### config.mk
export PLATFORM = sky130hd
export DESIGN_NAME = cg_seq_flat
export DESIGN_NICKNAME = d
export VERILOG_FILES = /design/src/rtl/cg_seq_if.sv /design/src/rtl/cg_seq.sv /design/src/flat_wrapper.sv
export SDC_FILE = /design/constraint.sdc
export NUM_CORES = 1
export LEC_CHECK = 0
export CAP_MARGIN = 10
export CORE_ASPECT_RATIO = 1.4
export CORE_MARGIN = 4
export CORE_UTILIZATION = 35
export DETAILED_ROUTE_END_ITERATION = 8
export PLACE_DENSITY = 0.65
export RECOVER_POWER = 25
export SKIP_CTS_REPAIR_TIMING = 1
export SLEW_MARGIN = 40
export SYNTH_ARGS = -nofsm -noshare
export SYNTH_HDL_FRONTEND = slang
export SYNTH_SLANG_ARGS = --single-unit
### constraint.sdc
create_clock -name clk -period 3.11 [get_ports clk]
set_input_delay 0.311 -clock clk [delete_from_list [all_inputs] [get_ports clk]]
set_output_delay 0.311 -clock clk [all_outputs]
set_load 0.01 [all_outputs]
### src/rtl/cg_seq_if.sv
// rtl/cg_seq_if.sv - arm/fire controls and per-stage core signals seen by the coil-gun sequencer
interface cg_seq_if #(
  parameter int N_STG = 4
);
  logic             I_ARM;
  logic             I_FIRE;
  logic             I_ABORT;
  logic [N_STG-1:0] I_SOE;
  logic [N_STG-1:0] I_RTE;
  logic             O_EN;
  logic [N_STG-1:0] O_TRIG;
  logic             O_CRST;
  logic [3:0]       O_STG;
  logic             O_BUSY;
  logic             O_DONE;
  logic             O_FLT;
  logic [2:0]       O_FCODE;

  modport master (
    input  I_ARM, I_FIRE, I_ABORT, I_SOE, I_RTE,
    output O_EN, O_TRIG, O_CRST, O_STG, O_BUSY, O_DONE, O_FLT, O_FCODE
  );

  modport slave (
    output I_ARM, I_FIRE, I_ABORT, I_SOE, I_RTE,
    input  O_EN, O_TRIG, O_CRST, O_STG, O_BUSY, O_DONE, O_FLT, O_FCODE
  );
endinterface

### src/rtl/cg_seq.sv
// rtl/cg_seq.sv - multi-stage firing sequencer: trigger each stage, wait for engage and release, supervise faults
module cg_seq #(
  parameter int N_STG  = 4,
  parameter int TW     = 24,
  parameter int ACK_TO = 16,
  parameter int RUN_TO = 1048576
) (
  input  logic     clk,
  input  logic     I_RST,
  cg_seq_if.master bus
);

  typedef enum logic [2:0] {
    S_IDLE, S_ARMED, S_TRIG, S_WACK, S_RUN, S_NEXT, S_CLR, S_FAULT
  } state_t;

  localparam logic [TW-1:0] ACK_LIM  = TW'(ACK_TO - 1);
  localparam logic [TW-1:0] RUN_LIM  = TW'(RUN_TO - 1);
  localparam logic [3:0]    LAST_IDX = 4'(N_STG - 1);

  state_t          state_q, state_d;
  logic [3:0]      idx_q, idx_d;
  logic [TW-1:0]   timer_q, timer_d;
  logic            fire_q, fire_d;
  logic [2:0]      fcode_q, fcode_d;
  logic            flt_first_q, flt_first_d;

  logic [N_STG-1:0] stg_mask;
  logic             soe_own, xfire, rte_own, abort, fire_edge, last;

  always_ff @(posedge clk or posedge I_RST) begin
    if (I_RST) begin
      state_q     <= S_IDLE;
      idx_q       <= '0;
      timer_q     <= '0;
      fire_q      <= 1'b0;
      fcode_q     <= '0;
      flt_first_q <= 1'b0;
    end else begin
      state_q     <= state_d;
      idx_q       <= idx_d;
      timer_q     <= timer_d;
      fire_q      <= fire_d;
      fcode_q     <= fcode_d;
      flt_first_q <= flt_first_d;
    end
  end

  always_comb begin
    stg_mask  = N_STG'(1) << idx_q;
    soe_own   = |(bus.I_SOE & stg_mask);
    xfire     = |(bus.I_SOE & ~stg_mask);
    rte_own   = |(bus.I_RTE & stg_mask);
    abort     = bus.I_ABORT | ~bus.I_ARM;
    fire_edge = bus.I_FIRE & ~fire_q;
    last      = (idx_q == LAST_IDX);

    state_d = state_q;
    idx_d   = idx_q;
    fcode_d = fcode_q;
    fire_d  = bus.I_FIRE;

    case (state_q)
      S_IDLE: begin
        if (bus.I_ARM) state_d = S_ARMED;
      end
      S_ARMED: begin
        if (!bus.I_ARM) begin
          state_d = S_IDLE;
        end else if (fire_edge && !bus.I_ABORT) begin
          state_d = S_TRIG;
          idx_d   = '0;
        end
      end
      S_TRIG: begin
        state_d = abort ? S_CLR : S_WACK;
      end
      // Cross-fire outranks abort; abort outranks acknowledge and timeout.
      S_WACK: begin
        if (xfire) begin
          state_d = S_FAULT;
          fcode_d = 3'd5;
        end else if (abort) begin
          state_d = S_CLR;
        end else if (soe_own) begin
          state_d = S_RUN;
        end else if (timer_q == ACK_LIM) begin
          state_d = S_FAULT;
          fcode_d = 3'd1;
        end
      end
      S_RUN: begin
        if (rte_own) begin
          state_d = S_FAULT;
          fcode_d = 3'd2;
        end else if (xfire) begin
          state_d = S_FAULT;
          fcode_d = 3'd5;
        end else if (abort) begin
          state_d = S_CLR;
        end else if (!soe_own) begin
          state_d = S_NEXT;
        end else if (timer_q == RUN_LIM) begin
          state_d = S_FAULT;
          fcode_d = 3'd3;
        end
      end
      S_NEXT: begin
        if (abort || last) begin
          state_d = S_CLR;
        end else begin
          state_d = S_TRIG;
          idx_d   = idx_q + 4'd1;
        end
      end
      S_CLR: begin
        idx_d   = '0;
        state_d = bus.I_ARM ? S_ARMED : S_IDLE;
      end
      S_FAULT: begin
        if (!bus.I_ARM) begin
          state_d = S_IDLE;
          fcode_d = '0;
        end
      end
      default: state_d = S_IDLE;
    endcase

    timer_d = timer_q;
    if (state_d != state_q) begin
      timer_d = '0;
    end else if ((state_q == S_WACK || state_q == S_RUN) && timer_q != '1) begin
      timer_d = timer_q + 1'b1;
    end

    flt_first_d = (state_d == S_FAULT) && (state_q != S_FAULT);
  end

  assign bus.O_EN    = (state_q != S_IDLE) && (state_q != S_FAULT);
  assign bus.O_TRIG  = (state_q == S_TRIG) ? stg_mask : '0;
  assign bus.O_CRST  = (state_q == S_CLR) || (state_q == S_FAULT && flt_first_q);
  assign bus.O_STG   = idx_q;
  assign bus.O_BUSY  = (state_q == S_TRIG) || (state_q == S_WACK) ||
                       (state_q == S_RUN)  || (state_q == S_NEXT);
  assign bus.O_DONE  = (state_q == S_NEXT) && last && !abort;
  assign bus.O_FLT   = (state_q == S_FAULT);
  assign bus.O_FCODE = fcode_q;

endmodule

### src/flat_wrapper.sv
// flat-port wrapper written by rule: the top's interface ports become plain ports
module cg_seq_flat 
#(
  parameter int N_STG  = 4,
  parameter int TW     = 24,
  parameter int ACK_TO = 16,
  parameter int RUN_TO = 1048576
)
  (clk, I_RST, bus_I_ARM, bus_I_FIRE, bus_I_ABORT, bus_I_SOE, bus_I_RTE, bus_O_EN, bus_O_TRIG, bus_O_CRST, bus_O_STG, bus_O_BUSY, bus_O_DONE, bus_O_FLT, bus_O_FCODE);
  cg_seq_if #(.N_STG(N_STG)) bus_i ();
  input  logic clk;
  input  logic I_RST;
  input wire logic [$bits(bus_i.I_ARM)-1:0] bus_I_ARM;
  input wire logic [$bits(bus_i.I_FIRE)-1:0] bus_I_FIRE;
  input wire logic [$bits(bus_i.I_ABORT)-1:0] bus_I_ABORT;
  input wire logic [$bits(bus_i.I_SOE)-1:0] bus_I_SOE;
  input wire logic [$bits(bus_i.I_RTE)-1:0] bus_I_RTE;
  output wire logic [$bits(bus_i.O_EN)-1:0] bus_O_EN;
  output wire logic [$bits(bus_i.O_TRIG)-1:0] bus_O_TRIG;
  output wire logic [$bits(bus_i.O_CRST)-1:0] bus_O_CRST;
  output wire logic [$bits(bus_i.O_STG)-1:0] bus_O_STG;
  output wire logic [$bits(bus_i.O_BUSY)-1:0] bus_O_BUSY;
  output wire logic [$bits(bus_i.O_DONE)-1:0] bus_O_DONE;
  output wire logic [$bits(bus_i.O_FLT)-1:0] bus_O_FLT;
  output wire logic [$bits(bus_i.O_FCODE)-1:0] bus_O_FCODE;
  assign bus_i.I_ARM = bus_I_ARM;
  assign bus_i.I_FIRE = bus_I_FIRE;
  assign bus_i.I_ABORT = bus_I_ABORT;
  assign bus_i.I_SOE = bus_I_SOE;
  assign bus_i.I_RTE = bus_I_RTE;
  assign bus_O_EN = bus_i.O_EN;
  assign bus_O_TRIG = bus_i.O_TRIG;
  assign bus_O_CRST = bus_i.O_CRST;
  assign bus_O_STG = bus_i.O_STG;
  assign bus_O_BUSY = bus_i.O_BUSY;
  assign bus_O_DONE = bus_i.O_DONE;
  assign bus_O_FLT = bus_i.O_FLT;
  assign bus_O_FCODE = bus_i.O_FCODE;
  cg_seq #(.N_STG(N_STG), .TW(TW), .ACK_TO(ACK_TO), .RUN_TO(RUN_TO)) u_core (.clk(clk), .I_RST(I_RST), .bus(bus_i));
endmodule
==> flow_metrics.env <==
export IMPL_status="complete, but fails checks"
export IMPL_violations="capacitance limit, slew limit"
export IMPL_fillers=742
export IMPL_drv_cap=1
export IMPL_rsz0062_at_grt="no"
export IMPL_min_period_over_period_pct=87.7
export IMPL_vias=2293
export IMPL_worstSetupPathType="flop to flop"
export IMPL_peakVddDrop_v=0.000408
export IMPL_avgSynthCellArea_sq_um=9.53
export IMPL_diodes=0
export IMPL_dieWidth_microns=82.1
export IMPL_fin_cells=408
export IMPL_dp_slack_ps=241
export IMPL_fin_ws_ps=382
export IMPL_hold_viol=0
export IMPL_p_per_area_nw_per_um2=731
export IMPL_clock_sink_count=36
export IMPL_fin_setup_tns_ps=0
export IMPL_ant_nets=0
export IMPL_clock_latency_ps=290
export IMPL_worst_pin_slew_ps=1970
export IMPL_antenna_found_initial=0
export IMPL_grt_start_max_net_pins=37
export IMPL_final_common_cell="dfrtp_1"
export IMPL_cp_required_ps=3250
export IMPL_h_tree_depth=2
export IMPL_dieArea_sq_um=9170
export IMPL_max_slew_margin_rel_pct=-31.5
export IMPL_dp_cells=400
export IMPL_finalClockSkew_ps=5.57
export IMPL_drt_iter0_markers=172
export IMPL_yosysSeqAreaShare_pct=33.5
export IMPL_fmax_mhz=367
export IMPL_ys_seq_elements=36
export IMPL_synth_distinct_cells=66
export IMPL_async_flop_share_pct=100
export IMPL_cts_root_buf="clkbuf_8"
export IMPL_endpoint_kind="flop"
export IMPL_path_clk_slew_ps=70
export IMPL_cts_buffer_depth=2
export IMPL_hpwl_mm=4.51
export IMPL_min_path_cells=2
export IMPL_routed_via_density=5.62
export IMPL_synth_nets=297
export IMPL_arrival_ps=2860
export IMPL_drv_slew=37
export IMPL_ys_flop_type="dfrtp_1"
export IMPL_syn2layout_area_growth_pct=16.2
export IMPL_core_area_sq_um=7410
export IMPL_grt_pass1_vias=2230
export IMPL_grt_first_pass_wirelength_mm=10.7
export IMPL_crit_path_start_kind="flop"
export IMPL_syn_inst=282
export IMPL_layout_drive_gt1_share_pct=16.7
export IMPL_total_power_uw=2280
export IMPL_track_usage_pct=14.6
export IMPL_crit_path_max_fanout=24
export IMPL_final_cell_mix="dfrtp_1, clkdlybuf4s50_1, nand2_1, xnor2_1, a211oi_2"
export IMPL_globalRouteOverflowTotal=0
export IMPL_io_buffers=28
export IMPL_yosys_warnings=0
export IMPL_finalWorstPathRequiredPeriod_ps=2730
export IMPL_seqCellArea_sq_um=901
export IMPL_rows=37
export IMPL_wl_per_cell_microns=15.4
export IMPL_hold_ws_ps=554
export IMPL_reg2reg_depth=7
export IMPL_syn_cell_area_sq_um=2690
export IMPL_firstDrtPassIters=4
export IMPL_finalWirelength_mm=6.27
export IMPL_multi_input_area_sq_um=1610
export IMPL_finalSetupViolCount=0
export IMPL_min_path_type="flop to flop"
export IMPL_top_level_ports=29
export IMPL_fp_dieH_microns=112
export IMPL_place_congestion=0.907
export IMPL_cts_tree="done"
export IMPL_drc=0
export IMPL_start_util_pct=36.3
export IMPL_power_leakage_uw=0.00111
export IMPL_layout_nets=325
export IMPL_synth_edf_count=0
export IMPL_cts_buffers=5
## flip-flops by register name (all words and copies together) (netlist names)
register	cells
u_core.fire_q	1
u_core.timer_q	24
u_core.bus.O_STG	4
u_core.state_q	3
u_core.flt_first_q	1
u_core.bus.O_FCODE	3
## cells by family (layout without fill, tap and decap cells)
logic type / Yosys count / after routing / share of synthesized area, %
buf+inv: 28 / 57 / 6.79
fa+ha+maj: 2 / 2 / 0.931
flops: 36 / 36 / 33.5
compound gates: 68 / 68 / 23.8
simple gates: 114 / 114 / 23.2
xor+xnor: 23 / 23 / 7.49
mux: 11 / 11 / 4.33
## worst paths after layout
| check | end | slack [ps] | startpoint |
|---|---|---|---|
| min | u_core.bus.O_FCODE[1] | 550 | u_core.bus.O_FCODE[1] |
| max in group asynchronous | u_core.timer_q[19] | 800 | I_RST |
| max | u_core.timer_q[2] | 380 | u_core.bus.O_STG[1] |
| max reg2reg | u_core.timer_q[2] | 380 | u_core.bus.O_STG[1] |
| min in group asynchronous | u_core.bus.O_FCODE[2] | 1170 | I_RST |
| min reg2reg | u_core.bus.O_FCODE[1] | 550 | u_core.bus.O_FCODE[1] |
## cell type report
cell class / count / area share, %
Sequential cell: 36 / 28.8
Clock buffer: 6 / 2.32
Clock inverter: 2 / 1.12
Tap cell: 97 / 3.88
Multi-Input combinational cell: 218 / 51.4
Inverter: 12 / 1.44
Timing Repair Buffer: 37 / 11.0
## synthesized netlist by cell type (4+ instances only)
library cell	instances	area (sq um)
a211oi_2	20	250
a21oi_1	6	30.0
inv_1	12	45.0
dfrtp_1	36	901
or4_1	5	37.5
xnor2_1	20	175
a211oi_1	5	37.5
nand2_1	25	93.8
o31ai_1	4	30.0
buf_2	5	25.0
mux2i_1	9	90.1
nor4_1	7	43.8
nor3_1	13	65.1
o21ai_0	9	45.0
nand4_1	8	50.1
nor2_1	17	63.8
nand3_1	14	70.1
## through the flow
stage	area, sq um	util [%]
after global placement	3020	40.8
final	3120	42.2
after detailed placement	3020	40.8
after floorplan	2690	-
after global routing	3120	42.2
after CTS	3130	42.2
## power by group
group / internal [uW] / switching, uW / total [uW]
sequential: 523 / 109 / 632
clock: 238 / 169 / 407
combinational: 456 / 787 / 1240
total: 1220 / 1070 / 2280
## per-layer routing
layer	vias to the layer above	wire length, microns	GRT usage [%]
met4	0	146	5.88
met3	10	224	2.67
li1	1121	-	-
met5	-	0	0
met1	1115	2610	17.5
met2	47	3280	25.1
## worst max-delay path: stages, from the launching register on
cell and delay [ps]:
dfrtp_1 660, ha_1 270, inv_1 80, o2111a_1 290, o31ai_1 220, o31a_1 220, a32o_2 710, a211oi_1 110
No activity file was read; power rests on OpenSTA's default activity.
